### config.mk
export PLATFORM = sky130hd
export DESIGN_NAME = hs_fifo_sfifo_wr_arb
export DESIGN_NICKNAME = d
export VERILOG_FILES = /design/src/rtl/hs_fifo_sfifo_wr_arb.sv
export SDC_FILE = /design/constraint.sdc
export NUM_CORES = 1
export LEC_CHECK = 0
export ABC_AREA = 1
export BUFFER_PORTS_ARGS = -buffer_cell sky130_fd_sc_hd__buf_2
export CAP_MARGIN = 10
export CORE_AREA = 2 2 72 74
export CTS_CLUSTER_DIAMETER = 150
export DETAILED_ROUTE_END_ITERATION = 12
export DIE_AREA = 0 0 74 76
export PLACE_DENSITY_LB_ADDON = 0.12
export SLEW_MARGIN = 5
export SYNTH_ARGS = -nofsm -noshare
export SYNTH_HDL_FRONTEND = slang
export SYNTH_SLANG_ARGS = --single-unit
### constraint.sdc
create_clock -name clk -period 2.4 [get_ports clk]
set_input_delay 0.36 -clock clk [delete_from_list [all_inputs] [get_ports clk]]
set_output_delay 0.36 -clock clk [all_outputs]
set_load 0.005 [all_outputs]
### src/rtl/hs_fifo_sfifo_wr_arb.sv
// hs_fifo_sfifo_wr_arb
// Packet-aware round-robin arbiter sharing the single sfifo write port
// between NUM_REQ requesters. A requester owns the port from its first beat
// until the beat carrying wlast or wdrop is accepted, so packets from
// different requesters never interleave inside the FIFO.
//
// Optional feature (compile-time macro HS_FIFO_SFIFO_WR_ARB_AFULL_GATE_EN):
//   defined   - no new grant is issued in IDLE while m_walmost_full is high;
//               a packet already locked completes normally.
//   undefined - m_walmost_full is ignored.
module hs_fifo_sfifo_wr_arb #(
    parameter int NUM_REQ    = 4,
    parameter int DATA_WIDTH = 32,
    localparam int IDX_WIDTH = (NUM_REQ > 1) ? $clog2(NUM_REQ) : 1
) (
    input  logic                          clk,
    input  logic                          srst,
    input  logic [NUM_REQ-1:0]            s_wvalid,
    output logic [NUM_REQ-1:0]            s_wready,
    input  logic [NUM_REQ*DATA_WIDTH-1:0] s_wdata,
    input  logic [NUM_REQ-1:0]            s_wlast,
    input  logic [NUM_REQ-1:0]            s_wdrop,
    output logic                          m_wvalid,
    input  logic                          m_wready,
    output logic [DATA_WIDTH-1:0]         m_wdata,
    output logic                          m_wlast,
    output logic                          m_wdrop,
    input  logic                          m_walmost_full,
    output logic                          grant_vld,
    output logic [IDX_WIDTH-1:0]          grant_idx
);

    typedef enum logic {
        IDLE = 1'b0,
        LOCK = 1'b1
    } state_t;

    state_t               state;
    logic [IDX_WIDTH-1:0] rr_ptr;

    logic                 any_req;
    logic                 grant_ok;
    logic [IDX_WIDTH-1:0] pick_idx;
    logic [IDX_WIDTH-1:0] next_ptr;
    logic                 acc;
    logic                 pkt_end;

    logic [DATA_WIDTH-1:0] req_data [NUM_REQ];

    // Round-robin search: first set request starting at ptr, wrapping.
    // The request vector is rotated so that position 0 corresponds to ptr;
    // scanning from the top down leaves the lowest rotated position in idx.
    function automatic logic [IDX_WIDTH-1:0] rr_pick(
        input logic [NUM_REQ-1:0]   vld,
        input logic [IDX_WIDTH-1:0] ptr
    );
        logic [2*NUM_REQ-1:0]  rot;
        logic [IDX_WIDTH-1:0]  idx;
        int                    j;
        rot = {vld, vld} >> ptr;
        idx = '0;
        for (int k = NUM_REQ - 1; k >= 0; k--) begin
            if (rot[k]) begin
                j = int'(ptr) + k;
                if (j >= NUM_REQ) begin
                    j = j - NUM_REQ;
                end
                idx = IDX_WIDTH'(j);
            end
        end
        return idx;
    endfunction

    // Pointer that follows the current owner, wrapping after the last index.
    function automatic logic [IDX_WIDTH-1:0] wrap_inc(
        input logic [IDX_WIDTH-1:0] g
    );
        logic [IDX_WIDTH-1:0] r;
        if (g == IDX_WIDTH'(NUM_REQ - 1)) begin
            r = '0;
        end else begin
            r = g + 1'b1;
        end
        return r;
    endfunction

    // Unpack the flat requester data bus into one word per requester.
    always_comb begin
        for (int i = 0; i < NUM_REQ; i++) begin
            req_data[i] = s_wdata[i*DATA_WIDTH +: DATA_WIDTH];
        end
    end

    assign any_req  = |s_wvalid;
    assign pick_idx = rr_pick(s_wvalid, rr_ptr);
    assign next_ptr = wrap_inc(grant_idx);

`ifdef HS_FIFO_SFIFO_WR_ARB_AFULL_GATE_EN
    // Hold off new packets while the FIFO is nearly full; an owner in LOCK
    // is never affected by this gate.
    assign grant_ok = any_req & ~m_walmost_full;
`else
    logic afull_unused;
    assign afull_unused = m_walmost_full;
    assign grant_ok     = any_req;
`endif

    // Combinational datapath: the locked requester is steered straight to
    // the FIFO, nothing registered on data so the sfifo hold rule carries
    // through unchanged from requester to FIFO.
    always_comb begin
        m_wvalid = 1'b0;
        m_wdata  = req_data[grant_idx];
        m_wlast  = s_wlast[grant_idx];
        m_wdrop  = s_wdrop[grant_idx];
        s_wready = '0;
        if (state == LOCK) begin
            m_wvalid            = s_wvalid[grant_idx];
            s_wready[grant_idx] = m_wready;
        end
    end

    // A drop beat closes the packet exactly like a last beat.
    assign acc     = m_wvalid & m_wready;
    assign pkt_end = acc & (m_wlast | m_wdrop);

    // Grant FSM: IDLE picks the next owner by rr_ptr, LOCK holds it until the
    // packet-ending beat is accepted, then the pointer moves past the owner.
    always_ff @(posedge clk) begin
        if (srst) begin
            state     <= IDLE;
            rr_ptr    <= '0;
            grant_idx <= '0;
            grant_vld <= 1'b0;
        end else begin
            case (state)
                IDLE: begin
                    if (grant_ok) begin
                        grant_idx <= pick_idx;
                        grant_vld <= 1'b1;
                        state     <= LOCK;
                    end
                end
                LOCK: begin
                    if (pkt_end) begin
                        grant_vld <= 1'b0;
                        rr_ptr    <= next_ptr;
                        state     <= IDLE;
                    end
                end
                default: begin
                    state     <= IDLE;
                    grant_vld <= 1'b0;
                end
            endcase
        end
    end

`ifndef SYNTHESIS
    // At most one requester sees its beat accepted in any cycle.
    always_ff @(posedge clk) begin
        if (!srst) begin
            assert ($onehot0(s_wready))
                else $error("s_wready not onehot0: %b", s_wready);
        end
    end

    // The owner never changes inside a packet.
    property p_grant_stable;
        @(posedge clk) disable iff (srst)
            (grant_vld && !pkt_end) |=> (grant_idx == $past(grant_idx));
    endproperty
    a_grant_stable: assert property (p_grant_stable)
        else $error("grant_idx changed inside a packet");
`endif

endmodule
Yosys cells after proc, flatten, opt, wreduce, memory -nomap -nowiden
Cells that the tools add are included.
{"block": "word_totals", "ff_bits": 6, "latch_bits": 0, "ramBits": 0, "romBits": 0, "inputBits": 144, "memories": 0}
{"block": "op_classes", "n_addsub": 8, "n_mul": 0, "div_mod_pow": 0, "n_lt_le_gt_ge": 7, "eq_ne": 3, "shifts": 1, "muxes": 28, "n_bitwise": 6, "reduce_logical": 5}
{"cell": "32-bit binary-select mux with 2-bit select", "n": 1}
{"cell": "32-bit 2-to-1 mux", "n": 2}
{"cell": "2-bit 2-to-1 mux", "n": 9}
{"cell": "3-bit greater-or-equal comparator, second input constant", "n": 4}
{"cell": "1-bit 2-to-1 mux", "n": 9}
{"cell": "8-bit by 2-bit >> shifter with 4-bit output", "n": 1}
{"cell": "2-bit by 1-bit subtractor with 2-bit output, second input constant", "n": 4}
{"cell": "2-bit by 2-bit adder with 3-bit output, second input constant", "n": 2}
{"cell": "1-bit binary-select mux with 2-bit select", "n": 3}
{"cell": "2-bit AND reduction", "n": 3}
{"cell": "4-bit AND", "n": 1}
{"cell": "4-bit 2-to-1 mux", "n": 1}
{"cell": "1-bit case mux with 2 select lines", "n": 2}
{"cell": "4-bit OR reduction", "n": 1}
{"cell": "2-bit by 1-bit adder with 3-bit output, second input constant", "n": 1}
{"cell": "2-bit by 3-bit greater-or-equal comparator with 1-bit output, second input constant", "n": 1}
{"cell": "2-bit by 3-bit < comparator with 1-bit output, second input constant", "n": 1}
{"cell": "2-bit inverter with 3-bit output", "n": 1}
{"cell": "2-bit by 1-bit adder with 2-bit output, second input constant", "n": 1}
{"cell": "1-bit AND", "n": 2}
{"cell": "1-bit demux with 2-bit select", "n": 1}
{"cell": "2-bit == test, second input constant", "n": 1}
{"cell": "2-bit by 1-bit greater-or-equal comparator with 1-bit output, second input constant", "n": 1}
{"cell": "2-bit by 1-bit != test with 1-bit output, second input constant", "n": 1}
{"cell": "4 further kinds", "n": 4}

Longest topological paths before layout
Gate-level depths: netlist (run 1).
{"block": "depth", "word_depth": 7, "depth_mapped": 11, "depth_no_buf": 11}

Worst setup path before layout (run 1)
No wires, ideal clock.
{"block": "synth_timing", "path_type": "reg2out", "from": "reg grant_idx[0]", "to": "out s_wready[0]", "arrival_ps": 1184, "slack_ps": 856, "stages_incl_launch_ff": 8, "n_path_buf": 3, "path_cell_list": "dfxtp_1 > buf_6 > inv_4 > buf_4 > buf_2 > ha_1 > inv_1 > nor2_1"}
{"block": "synth_between", "elab_chain_len": 6, "elab_cells_between_ends": 7}
{"item": "from (decl)", "line": "30", "rtl": "output logic [IDX_WIDTH-1:0] grant_idx"}
{"item": "from (signal assigned)", "line": "139", "rtl": "grant_idx <= pick_idx;"}
{"item": "2-bit by 3-bit < comparator with 1-bit output (implied by the code) or 2-bit by 1-bit greater-or-equal comparator with 1-bit output (tied branches)", "line": "119", "rtl": "s_wready[grant_idx] = m_wready;"}
{"item": "1-bit logical AND (implied by the code)", "line": "119"}
{"item": "1-bit 2-to-1 mux (implied by the code)", "line": "119"}
{"item": "1-bit demux with 2-bit select (*)", "line": "119"}
{"item": "4-bit AND (no source line) (*)"}
{"item": "4-bit 2-to-1 mux (*)", "line": "117", "rtl": "if (state == LOCK) begin"}
{"item": "to (decl)", "line": "19", "rtl": "output logic [NUM_REQ-1:0] s_wready,"}
Mark *: on every way between the ends. The rest lies on a longest branch, timed or not.

Worst setup path after layout (run 1)
{"block": "layout_timing", "from": "reg grant_idx[0]", "to": "out m_wvalid"}
{"block": "layout_between", "elab_chain_len": 3}
{"item": "1-bit binary-select mux with 2-bit select", "line": "118", "rtl": "m_wvalid = s_wvalid[grant_idx];"}
{"item": "1-bit 2-to-1 mux (implied by the code)", "line": "118"}
{"item": "1-bit 2-to-1 mux", "line": "117"}
{"item": "to (decl)", "line": "23", "rtl": "output logic m_wvalid,"}
No other way between the ends. The select of a mux whose other input is x is not followed.

==> impl_metrics.csv, run 1 <==
group,metric,value,unit
setup_path,worstSetupPathType,"reg -> out",
cts,htreeDepth,1,
detailed_routing,wl,7020,um
cts,cts-hold-fix-buffers,0,
detailed_routing,routed_via_density,4.90,
synthesis,synthCells,292,
detailed_routing,dr.pass1.iters,4,
floorplanning,rows,26,
cts,clk_path_buf_depth,2,
setup_path,start_kind,"flop",
sta,drv_slew,0,
floorplanning,ios,186,
cells_and_area,fill_cells,545,
cells_and_area,seq_area,121,um^2
setup_path,path_max_fanout,51,
sta,hold_violations,0,
sta,min_period,1.97,ns
sta,timing.final.crit_share,82.1,%
run,cap_violations,0,
cts,cts_sinks,6,
synthesis,ys_ff_latch,6,
power_and_ir_drop,power.density,365,nW/um^2
place,dpl-instance-area,2420,um^2
cts,numCtsBuffers,3,
floorplanning,fp.dieArea,5620,um^2
worst_hold_path,hold-path-endpoint,"grant_idx[0]",
worst_hold_path,hp-start,"srst",
grt,grt_use_total,23.9,%
cells_and_area,nets,610,
synthesis,syn_avg_cell_area,5.16,um^2
floorplanning,die_y,76,um
grt,grt_antenna_before_repair,3,
setup_path,crit_arrival,1.61,ns
sta,finalWorstSetupSlack,0.430,ns
setup_path,reg2reg_to,"state",
detailed_routing,drc,0,
grt,grt_max_degree,74,
cells_and_area,multi_input_area,1190,um^2
cts,insertion_delay,0.23,ns
synthesis,ys_warn_count,0,
power_and_ir_drop,fin_total_pwr,899,uW
synthesis,synth_largest_area_cell,"o21ai_0",
floorplanning,dieWidth,74,um
place,gp_congestion,0.811,
setup_path,rr_worst_depth,7,
power_and_ir_drop,vdd_drop_max,142,uV
sta,max_slew.worst_pin.slew,0.645,ns
place,dp_hpwl,5400,um
setup_path,regToRegSetupSlack,0.69,ns
cts,clk_pin_slew,0.04,ns
floorplanning,initial_core_util,30.7,%
place,port_buffers,184,
run_status,run_status,"finished, final reports clean",
synthesis,seq_area_frac_synth,7.97,%
synthesis,synth_area,1510,um^2
synthesis,synth.top_cell.area_share,22.6,%
detailed_routing,postRouteAntennaNets,0,
grt,grt_pass1_vias,2336,
cells_and_area,drive_above_1_share,44.8,%
cts,post_cts_buffers,0,
setup_path,worstReg2RegStart,"grant_idx[0]",
cts,cts_resized,0,
detailed_routing,drtIter0Drc,129,
synthesis,yosys-top-cells-area,"o21ai_0 23%, nor2_1 18%, o22ai_1 13%",
sta,slew_headroom,57.0,%
worst_hold_path,hold_path_depth,2,
floorplanning,core_area,4910,um^2
sta,final.setup.tns,0,ns
worst_hold_path,hp-class,"in -> reg",
grt,grt_pass1_wl,10800,um
sta,rsz0062_at_grt,"no",
setup_path,required,2.04,ns
cts,cts_tree,"yes",
cts,cts_root_buffer,"clkbuf_8",
detailed_routing,wire_per_inst,13.2,um
sta,fmax,508,MHz
power_and_ir_drop,leakage,0.00138,uW
detailed_routing,vias,2601,
synthesis,synth.distinct_cells,25,
synthesis,synth_nets,440,
sta,fin_skew,0.00237,ns
cells_and_area,area_growth,63.5,%
place,preCtsSetupSlack,0.675,ns
grt,grt.overflow.total,0,
cells_and_area,design_area,2460,um^2
setup_path,end_kind,"output pin",
sta,finalSetupViolCount,0,
## synthesized netlist by cell type, drive strengths merged
library cell,instances
nor2,77
o21ai,73
nand2,37
o22ai,32
inv,19
clkbuf,15
a21oi,10
buf,8
nand3,7
dfxtp,6
ha,4
nand4,2
a31oi,1
xor2,1
## registers in the layout, summed over array words and instances (netlist names)
name       flops
grant_idx      2
grant_vld      1
rr_ptr         2
state          1
## cell families after synthesis
group / synth area share (%)
AND/OR/NAND/NOR: 33.1
AO/OA/AOI/OAI: 41.8
XOR/XNOR: 0.582
buffers and inverters: 13.3
adder cells (fa/ha/maj): 3.32
flip-flops: 7.97
## power breakdown
part           total [uW]  internal (uW)  switching, uW
Combinational         620            282            338
Sequential            119            110           9.30
Clock                 161            108           52.3
## cell type report
type / count / share of cell area (%)
flip-flops and latches: 6 / 4.93
diodes: 1 / 0.102
well taps: 70 / 3.56
clock buffers: 3 / 1.68
multi-input cells: 244 / 48.1
repair buffers: 188 / 38.6
inverters: 19 / 3.00
## cell usage in the layout, fill, tap and decap left out
cell type,n
nand3_1,6
a21oi_2,1
o22ai_1,32
o21ai_1,4
dfxtp_2,1
dfxtp_1,5
clkbuf_8,3
nand4_1,2
o21ai_0,68
o21ai_2,1
nand2_2,4
inv_4,1
diode_2,1
inv_1,15
nand3_2,1
nand2_1,33
a31oi_1,1
nor2_2,3
a21oi_1,9
inv_2,3
nor2_1,74
buf_2,184
buf_4,4
ha_1,4
xor2_1,1
## metal layers
metal	track usage, %	share of wire, %	wire [um]
met3	5.16	8.2	578
met1	29.6	42	2920
met5	0	0.30	21
met4	8.91	2.2	157
met2	39.6	48	3340
## critical path: stages, from the launching register on
cell and delay [ns]:
dfxtp_2 0.35, buf_4 0.40, o21ai_0 0.16, a21oi_1 0.13
a21oi_1 0.07, nor2_1 0.13, buf_2 0.12
## metrics by stage
stage          hold WS, ns  cells  util (%)
5_1_grt              0.372    531      50.2
2_1_floorplan        0.422    292         -
4_1_cts              0.360    530      50.1
3_3_place_gp         0.463    527      49.3
6_report             0.364    531      50.2
3_5_place_dp         0.463    527      49.3
## worst max-delay path by stage
| stage | endpoint | cells after the start | slack (ns) | start |
|---|---|---|---|---|
| after floorplan | s_wready[0] | 7 | 0.86 | grant_idx[0] |
| after global placement | m_wvalid | 6 | 0.67 | grant_idx[0] |
| after detailed placement | m_wvalid | 6 | 0.68 | grant_idx[0] |
| after CTS | m_wvalid | 6 | 0.43 | grant_idx[0] |
| after global routing | m_wvalid | 6 | 0.25 | grant_idx[0] |
| final | m_wvalid | 6 | 0.43 | grant_idx[0] |
Note: power is estimated with default switching activity, not from simulation.
==> run 2: changes to the inputs <==
Settings changed: ABC_AREA 1 to 0, CORE_AREA 2 2 72 74 to 2 2 73 75, DIE_AREA 0 0 74 76 to 0 0 75 77.
Clock period 2.4 ns to 1.59 ns, I/O delays scaled along.
==> impl_metrics.csv, run 2 <==
group,metric,value,unit
floorplanning,rows,26,
grt,grt_antenna_before_repair,0,
synthesis,synth-edff-count,0,
synthesis,yosys-top-cells-area,"mux4_2 61%, dfxtp_1 9.8%, mux4_1 4.3%",
grt,grt_use_total,18.0,%
floorplanning,fp.dieArea,5780,um^2
synthesis,yosysMostFrequentCell,"mux4_2",
detailed_routing,vias,1667,
synthesis,async_reset_ff_share,0,%
cts,cts_tree,"yes",
power_and_ir_drop,p_comb_share,60.5,%
cts,clk_pin_slew,0.04,ns
floorplanning,core_area,4980,um^2
detailed_routing,postRouteAntennaNets,0,
sta,min_period,1.73,ns
synthesis,syn_avg_cell_area,14.0,um^2
grt,grt.overflow.total,0,
cts,cts_sinks,6,
sta,timing.final.crit_share,109,%
grt,grt_max_degree,28,
sta,hold_violations,0,
cells_and_area,area_growth,101,%
power_and_ir_drop,clockPowerShare,22.9,%
sta,slew_headroom,78.5,%
synthesis,ys_ff_latch,6,
cells_and_area,n_antenna_cell,0,
power_and_ir_drop,vdd_drop_max,632,uV
synthesis,netlist_top_cells_count,"33 x mux4_2, 7 x a21oi_1, 6 x dfxtp_1, 5 x nor2_1",
cells_and_area,final_common_cell,"buf_2",
detailed_routing,wire_per_inst,15.5,um
synthesis,synth_nets,235,
sta,max_slew.worst_pin.slew,0.319,ns
run,cap_violations,0,
run_status,run_status,"complete, but fails checks",
setup_path,path_max_fanout,8,
cts,insertion_delay,0.22,ns
setup_path,required,1.35,ns
detailed_routing,routed_via_density,4.72,
synthesis,ys_warn_count,0,
power_and_ir_drop,swShare,28.5,%
sta,fin_skew,0.00558,ns
sta,drv_slew,0,
cells_and_area,fill_cells,490,
power_and_ir_drop,leakage,0.00121,uW
sta,finalWorstSetupSlack,-0.145,ns
synthesis,synth.top_cell.area_share,60.9,%
sta,finalSetupViolCount,40,
place,port_buffers,184,
sta,fmax,576,MHz
setup_path,crit_arrival,1.50,ns
synthesis,synthCells,87,
power_and_ir_drop,intPower,754,uW
cells_and_area,final_cell_mix,"180 x buf_2, 35 x mux4_2, 7 x a21oi_1, 7 x buf_6, 7 x buf_4",
place,dp_hpwl,4880,um
setup_path,worstSetupPathType,"reg -> out",
sta,final.setup.tns,-4.61,ns
floorplanning,ios,186,
power_and_ir_drop,switching_power,300,uW
cells_and_area,nets,432,
synthesis,seq_area_frac_synth,9.85,%
detailed_routing,drc,0,
cells_and_area,stdcell_count,353,
floorplanning,initial_core_util,24.5,%
power_and_ir_drop,power.density,430,nW/um^2
sta,rsz0062_at_grt,"yes",
cts,htreeDepth,1,
setup_path,start_kind,"flop",
floorplanning,die_y,77,um
synthesis,synth_area,1220,um^2
run_status,failed_checks,"setup timing",
cts,numCtsBuffers,3,
detailed_routing,drtIter0Drc,20,
grt,grt_pass1_vias,1735,
synthesis,synth.distinct_cells,24,
floorplanning,dieWidth,75,um
synthesis,synth_largest_area_cell,"mux4_2",
synthesis,synth_flop_cell,"dfxtp_1",
place,numPlacedInstances,343,
power_and_ir_drop,p_seq_share,16.6,%
detailed_routing,dr.pass1.iters,4,
grt,grt_pass1_wl,8070,um
detailed_routing,wl,5490,um
worst_hold_path,hp-class,"in -> reg",
cts,cts_root_buffer,"clkbuf_8",
cells_and_area,drive_above_1_share,85.9,%
cts,clk_path_buf_depth,2,
setup_path,end_kind,"output pin",
place,gp_congestion,0.759,
cells_and_area,top_regs,"grant_idx (2), rr_ptr (2)",
-- run 2: path summary, 6_finish.rpt --
kind                     start            to  slack (ns)  depth (start not counted)
setup reg to reg  grant_idx[0]     rr_ptr[1]       -0.10                          5
hold / removal            srst  grant_idx[0]        0.25                          2
setup / recovery  grant_idx[0]   m_wdata[13]       -0.14                          4
hold reg to reg      rr_ptr[0]     rr_ptr[0]        0.48                          2
-- run 2: final cells by class --
cell class	count	area [um^2]	share of cell area, %
Tap cell	70	87.6	3.57
Sequential cell	6	128	5.20
Inverter	3	11.3	0.459
Timing Repair Buffer	200	1140	46.5
Clock buffer	4	45.0	1.83
Multi-Input combinational cell	70	1040	42.4
-- run 2: stage by stage --
| step | area, um^2 | worst slack (ns) | utilization [%] | power [uW] | hold slack [ns] |
|---|---|---|---|---|---|
| 2_1_floorplan | 1230 | -0.0689 | - | 450 | 0.298 |
| 3_3_place_gp | 2320 | -0.0269 | 46.5 | 777 | 0.472 |
| 3_5_place_dp | 2320 | -0.0494 | 46.5 | 784 | 0.478 |
| 4_1_cts | 2410 | -0.161 | 48.5 | 1060 | 0.242 |
| 5_1_grt | 2450 | -0.211 | 49.3 | 1140 | 0.268 |
| 6_report | 2450 | -0.145 | 49.3 | 1050 | 0.248 |
-- run 2: critical path: stages, from the launching register on --
cell     delay (ns)
dfxtp_4        0.37
buf_8          0.14
buf_12         0.14
mux4_2         0.49
buf_2          0.14
-- run 2: metal layers --
metal  up-vias  part of all wire [%]  global-route usage (%)
met5         -                     0                       0
met4         0                   2.4                    5.54
met3        12                   8.5                    3.94
met2        81                    55                    34.8
met1       797                    34                    18.2
li1        777                     -                       -
-- run 2: what timing repair did --
action | CTS | global route
pin swaps | 1 | 1
setup buffers | 4 | 2
gates resized for setup | 10 | 5
setup endpoints to repair | 40 | 42
hold buffers | 0 | 0
-- run 2: power groups by stage --
stage                     combinational [uW]  clock (uW)  sequential (uW)
after floorplan                          276           0              174
after global placement                   599           0              178
after detailed placement                 605           0              179
after CTS                                631         249              175
after global routing                     701         259              178
final                                    638         241              175
-- run 2: cells by family after synthesis --
kind of cell / after synthesis / synth area share, %
multiplexers: 37 / 66.9
adder cells (fa/ha/maj): 4 / 4.10
AO/OA/AOI/OAI: 13 / 8.21
flip-flops: 6 / 9.85
AND/OR/NAND/NOR: 16 / 6.57
buffers and inverters: 11 / 4.41
